`src/rtl/dmem_resp.sv`:
```
// Data-memory access controller: one outstanding load/store, word bus with byte
// enables, ack/err/timeout completion, aligned and extended load result.
module dmem_resp #(
  parameter int unsigned TIMEOUT = 255
) (
  input  logic        clk_in,
  input  logic        reset_in,
  input  logic        req_valid,
  output logic        req_ready,
  input  logic        req_rd,
  input  logic [31:0] req_addr,
  input  logic [2:0]  req_size,
  input  logic        req_zero_ext,
  input  logic [31:0] req_st_data,
  output logic        rsp_valid,
  input  logic        rsp_ready,
  output logic [31:0] rsp_ld_data,
  output logic        rsp_fault,
  output logic        mem_req,
  output logic        mem_we,
  output logic [31:0] mem_addr,
  output logic [3:0]  mem_be,
  output logic [31:0] mem_wdata,
  input  logic        mem_ack,
  input  logic [31:0] mem_rdata,
  input  logic        mem_err
);

  localparam int unsigned TW = (TIMEOUT < 1) ? 1 : $clog2(TIMEOUT + 1);
  localparam logic [TW-1:0] TLAST = TW'((TIMEOUT == 0) ? 0 : TIMEOUT - 1);

  typedef enum logic [1:0] {S_IDLE, S_BUS, S_RESP} state_t;

  state_t        r_state, w_state_nxt;
  logic          r_rd, w_rd_nxt;
  logic [1:0]    r_off, w_off_nxt;
  logic [2:0]    r_size, w_size_nxt;
  logic          r_zext, w_zext_nxt;
  logic [TW-1:0] r_timer, w_timer_nxt;
  logic          r_req_ready, w_req_ready_nxt;
  logic          r_rsp_valid, w_rsp_valid_nxt;
  logic [31:0]   r_rsp_ld_data, w_rsp_ld_data_nxt;
  logic          r_rsp_fault, w_rsp_fault_nxt;
  logic          r_mem_req, w_mem_req_nxt;
  logic          r_mem_we, w_mem_we_nxt;
  logic [31:0]   r_mem_addr, w_mem_addr_nxt;
  logic [3:0]    r_mem_be, w_mem_be_nxt;
  logic [31:0]   r_mem_wdata, w_mem_wdata_nxt;
  logic          w_bad;

  // Select the addressed lane(s) of the read word and extend to 32 bits.
  function automatic logic [31:0] fmt_load(input logic [31:0] rdata, input logic [1:0] off,
                                           input logic [2:0] size, input logic zext);
    logic [31:0] s;
    s = rdata >> {off, 3'b000};
    case (size)
      3'd1:    fmt_load = {{24{~zext & s[7]}}, s[7:0]};
      3'd2:    fmt_load = {{16{~zext & s[15]}}, s[15:0]};
      default: fmt_load = rdata;
    endcase
  endfunction

  always_comb begin
    w_state_nxt       = r_state;
    w_rd_nxt          = r_rd;
    w_off_nxt         = r_off;
    w_size_nxt        = r_size;
    w_zext_nxt        = r_zext;
    w_timer_nxt       = r_timer;
    w_req_ready_nxt   = r_req_ready;
    w_rsp_valid_nxt   = r_rsp_valid;
    w_rsp_ld_data_nxt = r_rsp_ld_data;
    w_rsp_fault_nxt   = r_rsp_fault;
    w_mem_req_nxt     = r_mem_req;
    w_mem_we_nxt      = r_mem_we;
    w_mem_addr_nxt    = r_mem_addr;
    w_mem_be_nxt      = r_mem_be;
    w_mem_wdata_nxt   = r_mem_wdata;
    w_bad = ((req_size == 3'd2) && req_addr[0]) ||
            ((req_size == 3'd4) && (req_addr[1:0] != 2'b00)) ||
            !((req_size == 3'd1) || (req_size == 3'd2) || (req_size == 3'd4));
    case (r_state)
      S_IDLE: begin
        if (req_valid) begin
          w_rd_nxt        = req_rd;
          w_off_nxt       = req_addr[1:0];
          w_size_nxt      = req_size;
          w_zext_nxt      = req_zero_ext;
          w_req_ready_nxt = 1'b0;
          if (w_bad) begin
            w_state_nxt       = S_RESP;
            w_rsp_valid_nxt   = 1'b1;
            w_rsp_fault_nxt   = 1'b1;
            w_rsp_ld_data_nxt = 32'h0;
          end else begin
            w_state_nxt    = S_BUS;
            w_timer_nxt    = '0;
            w_mem_req_nxt  = 1'b1;
            w_mem_we_nxt   = ~req_rd;
            w_mem_addr_nxt = {req_addr[31:2], 2'b00};
            case (req_size)
              3'd1: begin
                w_mem_be_nxt    = 4'b0001 << req_addr[1:0];
                w_mem_wdata_nxt = {4{req_st_data[7:0]}};
              end
              3'd2: begin
                w_mem_be_nxt    = 4'b0011 << req_addr[1:0];
                w_mem_wdata_nxt = {2{req_st_data[15:0]}};
              end
              default: begin
                w_mem_be_nxt    = 4'b1111;
                w_mem_wdata_nxt = req_st_data;
              end
            endcase
          end
        end
      end
      S_BUS: begin
        // Error beats ack, and both beat an expiring timer.
        if (mem_err || mem_ack || ((TIMEOUT != 0) && (r_timer == TLAST))) begin
          w_state_nxt       = S_RESP;
          w_mem_req_nxt     = 1'b0;
          w_rsp_valid_nxt   = 1'b1;
          w_rsp_fault_nxt   = mem_err | ~mem_ack;
          w_rsp_ld_data_nxt = (!mem_err && mem_ack && r_rd) ?
                              fmt_load(mem_rdata, r_off, r_size, r_zext) : 32'h0;
        end else if (r_timer != '1) begin
          w_timer_nxt = r_timer + TW'(1);
        end
      end
      S_RESP: begin
        if (rsp_ready) begin
          w_state_nxt     = S_IDLE;
          w_rsp_valid_nxt = 1'b0;
          w_req_ready_nxt = 1'b1;
        end
      end
      default: w_state_nxt = S_IDLE;
    endcase
  end

  always_ff @(posedge clk_in or posedge reset_in) begin
    if (reset_in) begin
      r_state       <= S_IDLE;
      r_rd          <= 1'b0;
      r_off         <= 2'b00;
      r_size        <= 3'd0;
      r_zext        <= 1'b0;
      r_timer       <= '0;
      r_req_ready   <= 1'b1;
      r_rsp_valid   <= 1'b0;
      r_rsp_ld_data <= 32'h0;
      r_rsp_fault   <= 1'b0;
      r_mem_req     <= 1'b0;
      r_mem_we      <= 1'b0;
      r_mem_addr    <= 32'h0;
      r_mem_be      <= 4'h0;
      r_mem_wdata   <= 32'h0;
    end else begin
      r_state       <= w_state_nxt;
      r_rd          <= w_rd_nxt;
      r_off         <= w_off_nxt;
      r_size        <= w_size_nxt;
      r_zext        <= w_zext_nxt;
      r_timer       <= w_timer_nxt;
      r_req_ready   <= w_req_ready_nxt;
      r_rsp_valid   <= w_rsp_valid_nxt;
      r_rsp_ld_data <= w_rsp_ld_data_nxt;
      r_rsp_fault   <= w_rsp_fault_nxt;
      r_mem_req     <= w_mem_req_nxt;
      r_mem_we      <= w_mem_we_nxt;
      r_mem_addr    <= w_mem_addr_nxt;
      r_mem_be      <= w_mem_be_nxt;
      r_mem_wdata   <= w_mem_wdata_nxt;
    end
  end

  assign req_ready   = r_req_ready;
  assign rsp_valid   = r_rsp_valid;
  assign rsp_ld_data = r_rsp_ld_data;
  assign rsp_fault   = r_rsp_fault;
  assign mem_req     = r_mem_req;
  assign mem_we      = r_mem_we;
  assign mem_addr    = r_mem_addr;
  assign mem_be      = r_mem_be;
  assign mem_wdata   = r_mem_wdata;

endmodule

```
`config.mk`:
```
export PLATFORM = sky130hd
export DESIGN_NAME = dmem_resp
export DESIGN_NICKNAME = d
export VERILOG_FILES = /design/src/rtl/dmem_resp.sv
export SDC_FILE = /design/constraint.sdc
export NUM_CORES = 1
export LEC_CHECK = 0
export ABC_AREA = 1
export CAP_MARGIN = 20
export CORE_MARGIN = 8
export CORE_UTILIZATION = 47
export CTS_BUF_LIST = sky130_fd_sc_hd__clkbuf_8
export CTS_CLUSTER_DIAMETER = 200
export DETAILED_ROUTE_END_ITERATION = 10
export PLACE_DENSITY_LB_ADDON = 0.25
export REMOVE_ABC_BUFFERS = 1
export SKIP_LAST_GASP = 1
export SLEW_MARGIN = 10
export SYNTH_ARGS = -nofsm -noshare
export SYNTH_HDL_FRONTEND = slang
export SYNTH_SLANG_ARGS = --single-unit
```
`constraint.sdc`:
```
create_clock -name clk_in -period 6.4 [get_ports clk_in]
set_input_delay 1.92 -clock clk_in [delete_from_list [all_inputs] [get_ports clk_in]]
set_output_delay 1.92 -clock clk_in [all_outputs]
set_load 0.01 [all_outputs]
```
## Word-level counts from Yosys, hierarchy flattened

Index checks and enable logic that the tools add are counted.

| operators by class | value |
|---|---|
| add/sub/neg operators | 1 |
| equality and inequality tests | 16 |
| shifts and indexed selects | 3 |
| mux-type cells | 32 |
| bitwise operators | 7 |
| reductions and logical operators | 25 |

Operators with widths:

| kind | number |
|---|---|
| 32-bit case mux with 2 select lines | 3 |
| 32-bit two-way mux | 4 |
| 8-bit two-way mux | 4 |
| 32-bit by 5-bit >> shifter with 16-bit output | 1 |
| 8-bit case mux with 2 select lines | 1 |
| 2-bit != test, second input constant | 7 |
| 1-bit two-way mux | 10 |
| 5-bit AND reduction | 2 |
| 3-bit AND reduction | 3 |
| 8-bit by 1-bit adder with 8-bit output, second input constant | 1 |
| 8-bit equality test, second input constant | 1 |
| 2-bit two-way mux | 4 |
| 8-bit != test, second input constant | 1 |
| 4-bit case mux with 2 select lines | 1 |
| 4-bit AND reduction | 2 |
| 3-bit by 1-bit equality test with 1-bit output, second input constant | 2 |
| 3-bit by 2-bit equality test with 1-bit output, second input constant | 2 |
| 1-bit logical OR | 6 |
| 1-bit case mux with 2 select lines | 3 |
| 2-bit case mux with 3 select lines | 1 |
| 2-bit nonzero test | 3 |
| 1-bit logical AND | 4 |
| 1-bit NOT | 4 |
| 1-bit by 2-bit left shift with 4-bit output, first input constant | 1 |
| 11 further kinds | 13 |

| storage, ports and cells | value |
|---|---|
| register bits after elaboration | 120 |
| input bits | 107 |
| output and inout port bits | 105 |
| word-level logic and storage cells | 99 |

## Longest topological paths before layout

Gate-level depths: netlist of run 1.

| logic depth | value |
|---|---|
| word-level depth | 8 |
| depth in mapped cells | 12 |
| gate-level depth less buffers | 11 |

## Worst setup path before layout of run 1

OpenSTA, ideal clock, no wires.

| path | value |
|---|---|
| path type | input to register |
| from | input port req_size[2] |
| to | register r_mem_wdata[8] (netlist: mem_wdata[8]) |
| setup time | 122 ps |
| arrival | 2978 ps |
| required time | 6278 ps |
| path slack | 3300 ps |
| stages | 11 |
| buffers on the path | 3 |
| cells stage by stage | nor2_1 -> buf_4 -> nand2_2 -> nand3_2 -> nand3_4 -> nor2_8 -> inv_2 -> buf_6 -> buf_6 -> nand2_1 -> o21ai_1 |

| between the ends | value |
|---|---|
| cells in the longest elaborated chain, start to end | 7 |

RTL lines:

| what | line | text |
|---|---|---|
| from (decl) | 12 | `input logic [2:0] req_size,` |
| 3-bit by 1-bit equality test with 1-bit output / 3-bit by 2-bit equality test with 1-bit output (equally long branches) | 81, 101, 79 |  |
| 1-bit logical OR (2 in series) | 81 | `!((req_size == 3'd1) \|\| (req_size == 3'd2) \|\| (req_size == 3'd4));` |
| 1-bit logical NOT | 81 |  |
| 1-bit logical OR | 80 | `((req_size == 3'd4) && (req_addr[1:0] != 2'b00)) \|\|` |
| 1-bit NOT (no line) | - |  |
| 3-bit AND reduction (no line) | - |  |
| to (signal assigned) | 174 | `r_mem_wdata <= w_mem_wdata_nxt;` |
| to (decl) | 48 | `logic [31:0] r_mem_wdata, w_mem_wdata_nxt;` |

Parallel ways exist; a longest one is shown, timed or not.
A chain may end at the register's enable or synchronous reset.

## Worst setup path after layout of run 1

| path | value |
|---|---|
| from | input port req_size[1] |
| to | register r_mem_wdata[25] (netlist: mem_wdata[25]) |

Same word-level chain as after synthesis.

==> impl_metrics.py, run 1 <==
metrics = {
    "route": {
        "dr_wl_met2_mm": 8.27,
        "wl_met3_mm": 2.23,
        "dr_total_vias": 5804,
        "drc": 0,
        "dr.max_layer_used": "met4",
        "drt_iter0_markers": 476,
        "wire_per_inst_um": 15.8,
        "drt-total-wl_mm": 18.1,
        "ant_nets": 0,
        "drt_pass1_iterations": 5,
        "routed_via_density": 5.06,
        "met1Wirelength_mm": 7.36,
    },
    "clocking": {
        "clk_pin_slew_ps": 70,
        "clockBufferDepth": 2,
        "hold_buffers": 0,
        "htreeDepth": 4,
        "clkSinkCount": 120,
        "clkLatencyLatePin_ps": 430,
        "ctsResizeCount": 0,
        "cts_tree": "done",
        "root_buffer": "clkbuf_8",
        "postCtsSetupBuffers": 0,
        "cts_buffers": 17,
    },
    "timing": {
        "max_slew_margin_pct": 47.0,
        "finalSetupTns_ps": 0,
        "min_period_ps": 4600,
        "setup_viol": 0,
        "drv_slew": 0,
        "hold_viol_final": 0,
        "worst_pin_slew_ps": 795,
        "fmaxAchievable_mhz": 218,
        "period_share_pct": 71.8,
        "rsz0062_at_grt": "no",
        "worst_slack_ps": 1800,
        "clock_skew_ps": 8.72,
    },
    "cells_and_area": {
        "n_antenna_cell": 0,
        "multi_input_area_um2": 2530,
        "area_growth_syn_to_layout_pct": 43.2,
        "nNetsFinal": 1070,
        "fin_util_pct": 68.2,
        "layout.area.seq_um2": 3000,
        "drive_above_1_share_pct": 5.75,
        "nFillCells": 1081,
    },
    "grt": {
        "grt_pass1_wl_mm": 29.3,
        "gr-usage-all-layers_pct": 22.5,
        "antenna_found_initial": 0,
        "grt_max_degree": 66,
        "grt_pass1_vias": 5844,
        "grt_overflow": 0,
    },
    "pwr": {
        "p_leak_nw": 4.09,
        "peakVddDrop_uv": 270,
        "power_per_cell_area_nw_per_um2": 393,
    },
    "place": {
        "post-place-ws_ps": 1390,
        "gp_congestion": 0.847,
        "port_buffers": 209,
        "hpwlAfterDp_mm": 13.1,
    },
    "worst_hold_path": {
        "hold_class": "flip-flop to flip-flop",
        "hold_path_end": "rsp_ld_data[10]$_DFFE_PP0P_",
        "min_from": "rsp_ld_data[10]$_DFFE_PP0P_",
        "hold_path_depth": 2,
    },
    "worst_setup_path": {
        "r2r-end": "mem_wdata[25]$_DFFE_PP0P_",
        "critical_path_arrival_ps": 4880,
        "critPathMaxStageDelay_ps": 680,
        "reg2reg_slack_ps": 3840,
        "cp_cell_sequence": "clkdlybuf4s50_1, inv_1, nand3_1, nand3_2, nand3_4, nor2_8, inv_2, buf_4, nand2_1, o21ai_0",
        "end_kind": "flip-flop",
        "cp-start-kind": "input port",
        "required_ps": 6690,
        "reg2reg_from": "r_state[1]$_DFFE_PP0P_",
        "rr_worst_depth": 7,
        "worstSetupPathType": "input port to flip-flop",
        "cp_max_fo": 65,
        "critPathSlowestCell": "clkdlybuf4s50_1",
    },
    "logic_synthesis": {
        "netlist_area_um2": 5930,
        "yosys-top-cells-area": "dfrtp_1 (50%), nand2_1 (19%), o21ai_0 (6.2%)",
        "yosysSeqAreaShare_pct": 50.6,
        "netlist.area_leader.share_pct": 50.2,
        "avgSynthCellArea_um2": 7.76,
        "synthCells": 764,
        "yosys_warnings": 0,
        "ys_types": 34,
        "ys_ff_latch": 120,
        "yosysTopAreaCell": "dfrtp_1",
    },
    "floorplanning": {
        "row_count": 41,
        "io_pins": 212,
        "start_util_pct": 47.6,
        "die_w_um": 128,
        "core-area_um2": 12500,
        "die_y_um": 128,
        "die_area_um2": 16500,
    },
    "status": {
        "status": "finished, final reports clean",
    },
    "flow_run": {
        "maxCapViolCount": 0,
    },
}
[logic make-up (layout without fill, tap and decap cells)]
kind of cell	after synthesis	after routing	share of synthesized area, %
xor+xnor	4	4	0.591
buf+inv	86	295	6.77
fa+ha+maj	2	2	0.422
compound gates	140	140	12.6
flops	120	120	50.6
simple gates	409	409	28.6
mux	2	2	0.380
other cells	1	2	0.0632
[power by group]
part	leakage [nW]	internal, W	total, W	switching [W]
combinational	2.31	0.000653	0.00141	0.000758
clock	0.234	0.000448	0.000750	0.000302
sequential	1.55	0.00101	0.00118	0.000164
[area by class of cell]
type,instances,area share [%]
Sequential cell,120,35.4
Timing Repair Buffer,213,25.0
Tap cell,172,2.53
Clock inverter,12,1.86
Inverter,50,2.24
Clock buffer,20,3.24
Multi-Input combinational cell,559,29.8
[per-stage QoR]
| step | hold WS (ps) | std cells | power, W | area (um^2) |
|---|---|---|---|---|
| 6_report | 469 | 1146 | 0.00334 | 8500 |
| 5_1_grt | 497 | 1146 | 0.00356 | 8500 |
| 4_1_cts | 474 | 1146 | 0.00336 | 8500 |
| 3_5_place_dp | 459 | 1114 | 0.00260 | 8060 |
| 3_3_place_gp | 453 | 1114 | 0.00258 | 8060 |
| 2_1_floorplan | 452 | 729 | 0.00183 | 5720 |
[cell usage after synthesis]
cell type	number
o21ai_1	16
nand3_1	47
o21bai_1	8
buf_1	1
conb_1	1
xnor2_1	1
o31ai_1	1
inv_2	3
nand4_1	1
buf_2	18
buf_6	6
inv_1	47
dfstp_2	1
buf_4	3
nand2_1	303
clkbuf_1	8
a21boi_0	1
ha_1	2
xor2_1	3
o211ai_1	7
or2_2	8
a21oi_1	32
a21o_1	1
and3_1	1
nand3_2	4
mux2_2	2
nor2_8	1
nand3b_1	4
nand3_4	1
nand2_2	1
nor2_2	1
o21ai_0	74
dfrtp_1	119
nor2_1	37
[how the worst max path moves through the flow]
stage,startpoint,endpoint,slack (ps),cells past startpoint
2_1_floorplan,reset_in,mem_addr[10]$_DFFE_PP0P_,1300,1
3_3_place_gp,req_size[1],mem_wdata[12]$_DFFE_PP0P_,1510,10
3_5_place_dp,req_size[1],mem_wdata[25]$_DFFE_PP0P_,1390,10
4_1_cts,req_size[1],mem_wdata[25]$_DFFE_PP0P_,1870,10
5_1_grt,req_size[1],mem_be[0]$_DFFE_PP0P_,1470,10
6_report,req_size[1],mem_wdata[25]$_DFFE_PP0P_,1800,10
[cells in the final DEF (no fill, tap or decap), types with 2 or more instances in the layout]
master / n
clkbuf_8: 20
o211ai_1: 7
o21ai_1: 16
inv_2: 3
a21oi_1: 32
dfrtp_1: 119
clkinv_2: 3
clkdlybuf4s50_1: 209
ha_1: 2
o21ai_0: 74
bufinv_16: 4
o21bai_1: 8
nand3_1: 47
nand2_1: 303
or2_2: 8
nor2_1: 36
inv_1: 50
xor2_1: 3
nand3_2: 4
buf_4: 4
mux2_2: 2
conb_1: 2
nor2_2: 2
nand3b_1: 4
[sequential cells by signal (all words and copies together) (netlist names)]
signal and flops:
mem_addr 30, mem_be 4, mem_req 1, mem_wdata 32
mem_we 1, r_off 2, r_rd 1, r_size 3
r_state 2, r_timer 8, r_zext 1, req_ready 1
rsp_fault 1, rsp_ld_data 32, rsp_valid 1
[critical path: cells and delay by family]
family                 cells  cell delay [ps]
buffers and inverters      4             1600
AND/OR/NAND/NOR            5             1230
AO/OA/AOI/OAI              1               90
[layer usage]
layer	vias up	track usage, %
li1	2843	-
met1	2679	26.8
met2	261	35.5
met3	21	9.85
met4	0	7.83
met5	-	0
Power figures use the tool's default switching activity.
==> run 2: changes to the inputs <==
==> constraint.sdc (replaced) <==
create_clock -name clk_in -period 4.45 [get_ports clk_in]
set_input_delay 1.335 -clock clk_in [delete_from_list [all_inputs] [get_ports clk_in]]
set_output_delay 1.335 -clock clk_in [all_outputs]
set_load 0.01 [all_outputs]
==> run 2 against run 1 <==
Effect of this change: via count shrank 2.1%; sequential power grew 42%; clock skew shrank 2.2 ps; highest routed layer unchanged; combinational power grew 44%; clock power grew 22%; first-iteration DRC count shrank 11%; worst hold slack is essentially flat.
==> impl_metrics.py, run 2 (synthesis results as in run 1) <==
metrics = {
    "clocking": {
        "root_buffer": "clkbuf_8",
        "htreeDepth": 4,
        "cts_tree": "done",
        "postCtsSetupBuffers": 0,
        "clockBufferDepth": 2,
        "hold_buffers": 0,
        "clk_pin_slew_ps": 70,
        "clkSinkCount": 120,
        "cts_buffers": 17,
        "ctsResizeCount": 0,
        "clkLatencyLatePin_ps": 440,
    },
    "place": {
        "gp_congestion": 0.827,
        "placed_cells_incl_taps": 1118,
        "post-place-ws_ps": 433,
        "port_buffers": 209,
        "placed_cell_area_um2": 8110,
        "hpwlAfterDp_mm": 12.8,
    },
    "worst_setup_path": {
        "cp-start-kind": "input port",
        "cp_cell_sequence": "clkdlybuf4s50_1, inv_1, nand3_1, nand3_2, nand3_4, nand3_2, a21boi_0",
        "crit_buf_inv": 2,
        "critPathSlowestCell": "clkdlybuf4s50_1",
        "crit_top_cell": "nand3_2",
        "required_ps": 4800,
        "critPathMaxStageDelay_ps": 810,
        "cp_max_fo": 35,
        "cpLargestDelayFamily": "simple AND/OR/NAND/NOR gates",
        "end_kind": "flip-flop",
        "worstSetupPathType": "input port to flip-flop",
        "critical_path_arrival_ps": 3880,
    },
    "grt": {
        "grt_pass1_vias": 5719,
        "grt_pass1_wl_mm": 29.2,
        "grt_overflow": 0,
        "grt_max_degree": 67,
        "gr-usage-all-layers_pct": 22.5,
        "antenna_found_initial": 0,
    },
    "status": {
        "status": "finished, final reports clean",
    },
    "floorplanning": {
        "row_count": 41,
        "die_y_um": 128,
        "die_w_um": 128,
        "core-area_um2": 12500,
        "io_pins": 212,
        "start_util_pct": 47.6,
        "die_area_um2": 16500,
    },
    "route": {
        "ant_nets": 0,
        "drt-total-wl_mm": 17.8,
        "dr_total_vias": 5685,
        "drt_iter0_markers": 426,
        "drc": 0,
        "drt_pass1_iterations": 6,
        "wire_per_inst_um": 15.5,
        "routed_via_density": 4.94,
    },
    "timing": {
        "worst_slack_ps": 918,
        "clock_skew_ps": 6.49,
        "min_period_ps": 3530,
        "hold_viol_final": 0,
        "period_share_pct": 79.4,
        "fmaxAchievable_mhz": 283,
        "drv_slew": 0,
        "worst_pin_slew_ps": 837,
        "setup_viol": 0,
        "max_slew_margin_pct": 44.2,
        "rsz0062_at_grt": "no",
    },
    "cells_and_area": {
        "fin_util_pct": 68.0,
        "area_growth_syn_to_layout_pct": 42.9,
        "layout_commonest_cell": "nand2_1",
        "n_antenna_cell": 0,
        "layout_common_cells": "nand2_1 (303), clkdlybuf4s50_1 (209), dfrtp_1 (119)",
        "finalInstanceArea_um2": 8480,
        "stdcell_count": 1150,
        "nNetsFinal": 1074,
        "drive_above_1_share_pct": 5.83,
    },
    "pwr": {
        "p_leak_nw": 4.10,
        "power_per_cell_area_nw_per_um2": 546,
        "power_frac_comb_pct": 43.8,
        "seq_power_share_pct": 36.3,
        "clkPwrFrac_pct": 19.8,
        "netSwitchingPower_w": 0.00173,
        "peakVddDrop_uv": 341,
        "p_sw_share_pct": 37.4,
        "total_power_w": 0.00463,
        "power.internal_w": 0.00290,
    },
    "flow_run": {
        "maxCapViolCount": 0,
    },
    "worst_hold_path": {
        "hold_class": "flip-flop to flip-flop",
    },
}
-- run 2: layer usage --
metal / track usage, % / wire length [um]
met1: 26.9 / 7340
met2: 34.3 / 7840
met3: 11.5 / 2330
met4: 7.69 / 266
met5: 0 / 0
-- run 2: area by class of cell --
| cell class | instances | area, um^2 |
|---|---|---|
| fillers | 1040 | 3990 |
| inverters | 50 | 190 |
| clock inverters | 10 | 66.3 |
| well taps | 172 | 215 |
| flip-flops and latches | 120 | 3000 |
| multi-input cells | 559 | 2530 |
| repair buffers | 217 | 2160 |
| clock buffers | 22 | 303 |
-- run 2: stage by stage --
| step | setup TNS (ps) | hold slack [ps] |
|---|---|---|
| 2_1_floorplan | -8230 | 452 |
| 3_3_place_gp | 0 | 453 |
| 3_5_place_dp | 0 | 457 |
| 4_1_cts | 0 | 474 |
| 5_1_grt | 0 | 493 |
| 6_report | 0 | 469 |
-- run 2: path summary, 6_finish.rpt --
path	cells after the start	startpoint	slack, ps	endpoint
min in group asynchronous	2	reset_in	1410	mem_addr[15]$_DFFE_PP0P_
worst min-delay path	2	mem_addr[27]$_DFFE_PP0P_	470	mem_addr[27]$_DFFE_PP0P_
worst max-delay path	7	req_size[1]	920	rsp_fault$_DFFE_PP0P_
worst max register to register	7	r_off[0]$_DFFE_PP0P_	2100	rsp_ld_data[28]$_DFFE_PP0P_
max in group asynchronous	3	reset_in	2260	req_ready$_DFFE_PP1P_
worst min register to register	2	mem_addr[27]$_DFFE_PP0P_	470	mem_addr[27]$_DFFE_PP0P_
-- run 2: worst register-to-register path, cell delays in order (launching register included) --
cell and delay, ps:
dfrtp_1 690, inv_1 450, nand2_1 150, nand3_1 110, nand3_2 220, nand3_2 330
nand3_1 200, nand2_1 70
-- run 2: power by group through the flow --
stage	Clock (W)	Sequential [W]	Combinational, W
finish	0.000918	0.00168	0.00203
global route	0.000987	0.00173	0.00226
CTS	0.000934	0.00168	0.00205
detailed placement	0	0.00169	0.00204
global placement	0	0.00168	0.00203
floorplan	0	0.00182	0.000810
==> run 3: changes to the inputs <==
==> constraint.sdc (replaced) <==
create_clock -name clk_in -period 3.3 [get_ports clk_in]
set_input_delay 0.99 -clock clk_in [delete_from_list [all_inputs] [get_ports clk_in]]
set_output_delay 0.99 -clock clk_in [all_outputs]
set_load 0.01 [all_outputs]
==> run 3 against run 2 <==
Effect of this change: sequential share of layout area fell by 0.46 points; sequential power up 36%; worst hold slack gained 0.94 ps; register-to-register slack got worse by 1100 ps; highest routed layer unchanged; largest power group unchanged; critical endpoint is now mem_wdata[15]$_DFFE_PP0P_; combinational power grew 36%.
==> impl_metrics.py, run 3 (synthesis results as in run 1) <==
metrics = {
    "status": {
        "status": "finished, final reports clean",
    },
    "clocking": {
        "htreeDepth": 4,
        "clockBufferDepth": 2,
        "cts_buffers": 17,
        "root_buffer": "clkbuf_8",
        "hold_buffers": 0,
        "clkLatencyLatePin_ps": 440,
        "clk_pin_slew_ps": 70,
        "ctsResizeCount": 0,
        "clkSinkCount": 120,
        "cts_tree": "done",
        "postCtsSetupBuffers": 0,
    },
    "cells_and_area": {
        "stdcell_count": 1151,
        "nFillCells": 1083,
        "n_antenna_cell": 0,
        "area_growth_syn_to_layout_pct": 44.8,
        "layout_commonest_cell": "nand2_1",
        "fin_util_pct": 68.9,
        "nNetsFinal": 1075,
        "layout_common_cells": "nand2_1 (303), clkdlybuf4s50_1 (209), dfrtp_1 (119)",
        "drive_above_1_share_pct": 6.44,
    },
    "worst_setup_path": {
        "cp_max_fo": 95,
        "cp-start-kind": "input port",
        "critical_path_arrival_ps": 2810,
        "critPathSlowestCell": "clkdlybuf4s50_1",
        "crit_buf_inv": 4,
        "end_kind": "flip-flop",
        "cp_cell_sequence": "clkdlybuf4s50_1, nor2_1, nand3_1, nand2_1, inv_1, nand3_4, nor2_8, inv_2, buf_12, o21ai_0",
        "cpLargestDelayFamily": "buffers and inverters",
        "worstSetupPathType": "input port to flip-flop",
        "critPathMaxStageDelay_ps": 460,
        "required_ps": 3610,
    },
    "route": {
        "routed_via_density": 5.00,
        "drt_pass1_iterations": 5,
        "drt-total-wl_mm": 18.1,
        "drt_iter0_markers": 491,
        "drc": 0,
        "dr_total_vias": 5754,
        "ant_nets": 0,
        "wire_per_inst_um": 15.7,
    },
    "grt": {
        "gr-usage-all-layers_pct": 22.7,
        "grt_overflow": 0,
        "grt_max_degree": 96,
        "grt_pass1_vias": 5850,
        "grt_pass1_wl_mm": 29.4,
        "antenna_found_initial": 0,
    },
    "timing": {
        "max_slew_margin_pct": 51.3,
        "period_share_pct": 75.8,
        "drv_slew": 0,
        "setup_viol": 0,
        "hold_viol_final": 0,
        "clock_skew_ps": 8.11,
        "fmaxAchievable_mhz": 400,
        "finalSetupTns_ps": 0,
        "worst_pin_slew_ps": 730,
        "rsz0062_at_grt": "no",
        "min_period_ps": 2500,
    },
    "place": {
        "hpwlAfterDp_mm": 13.2,
        "placed_cells_incl_taps": 1119,
        "port_buffers": 209,
        "gp_congestion": 0.839,
    },
    "floorplanning": {
        "die_w_um": 128,
        "start_util_pct": 47.6,
        "core-area_um2": 12500,
        "io_pins": 212,
        "row_count": 41,
        "die_y_um": 128,
        "die_area_um2": 16500,
    },
    "pwr": {
        "power_per_cell_area_nw_per_um2": 757,
        "p_leak_nw": 4.13,
        "peakVddDrop_uv": 422,
    },
    "worst_hold_path": {
        "hold_class": "flip-flop to flip-flop",
    },
    "flow_run": {
        "maxCapViolCount": 0,
    },
}
-- run 3: where the power goes --
part           switching, W  leakage [nW]  total [W]  internal, W
combinational       0.00147          2.35    0.00277      0.00130
clock              0.000583         0.230    0.00144     0.000859
sequential         0.000322          1.55    0.00228      0.00196
-- run 3: cell type report --
class                   instances  area [um^2]  share of cell area [%]
clock buffers                  23          317                    3.69
flip-flops and latches        120         3000                    35.0
repair buffers                218         2210                    25.7
multi-input cells             559         2530                    29.5
well taps                     172          215                    2.51
inverters                      50          190                    2.21
clock inverters                 9          120                    1.40
-- run 3: per-layer routing --
| metal | global-route usage, % | vias up | part of all wire (%) |
|---|---|---|---|
| met1 | 26.4 | 2642 | 40 |
| met2 | 35.9 | 238 | 46 |
| met5 | 0 | - | 0 |
| li1 | - | 2845 | - |
| met3 | 10.9 | 29 | 12 |
| met4 | 7.55 | 0 | 1.9 |
-- run 3: per-stage QoR --
stage                     setup WS [ps]  hold slack [ps]  total power, W  instance area, um^2
after floorplan                    -874              452         0.00355                 5720
after global placement              466              453         0.00503                 8150
after detailed placement            340              458         0.00508                 8150
after CTS                           775              474         0.00656                 8590
after global routing                658              492         0.00695                 8590
final                               798              470         0.00650                 8590
-- run 3: worst reg2reg max path, cell delays in order (launching register included) --
cell and delay [ps]:
dfrtp_1 700, inv_1 450, nand2_1 150, nand3_1 110, nand3_2 210, nand3_2 320
nand3_1 190, nand2_1 70
-- run 3: worst paths after layout --
check	end	cells after the start	startpoint	slack, ps
worst min register to register	mem_wdata[21]$_DFFE_PP0P_	2	mem_wdata[21]$_DFFE_PP0P_	470
min in group asynchronous	mem_addr[26]$_DFFE_PP0P_	2	reset_in	920
worst min-delay path	mem_wdata[21]$_DFFE_PP0P_	2	mem_wdata[21]$_DFFE_PP0P_	470
worst max-delay path	mem_wdata[15]$_DFFE_PP0P_	10	req_size[2]	800
worst max register to register	rsp_ld_data[23]$_DFFE_PP0P_	7	r_off[0]$_DFFE_PP0P_	980
max in group asynchronous	rsp_ld_data[31]$_DFFE_PP0P_	3	reset_in	1750
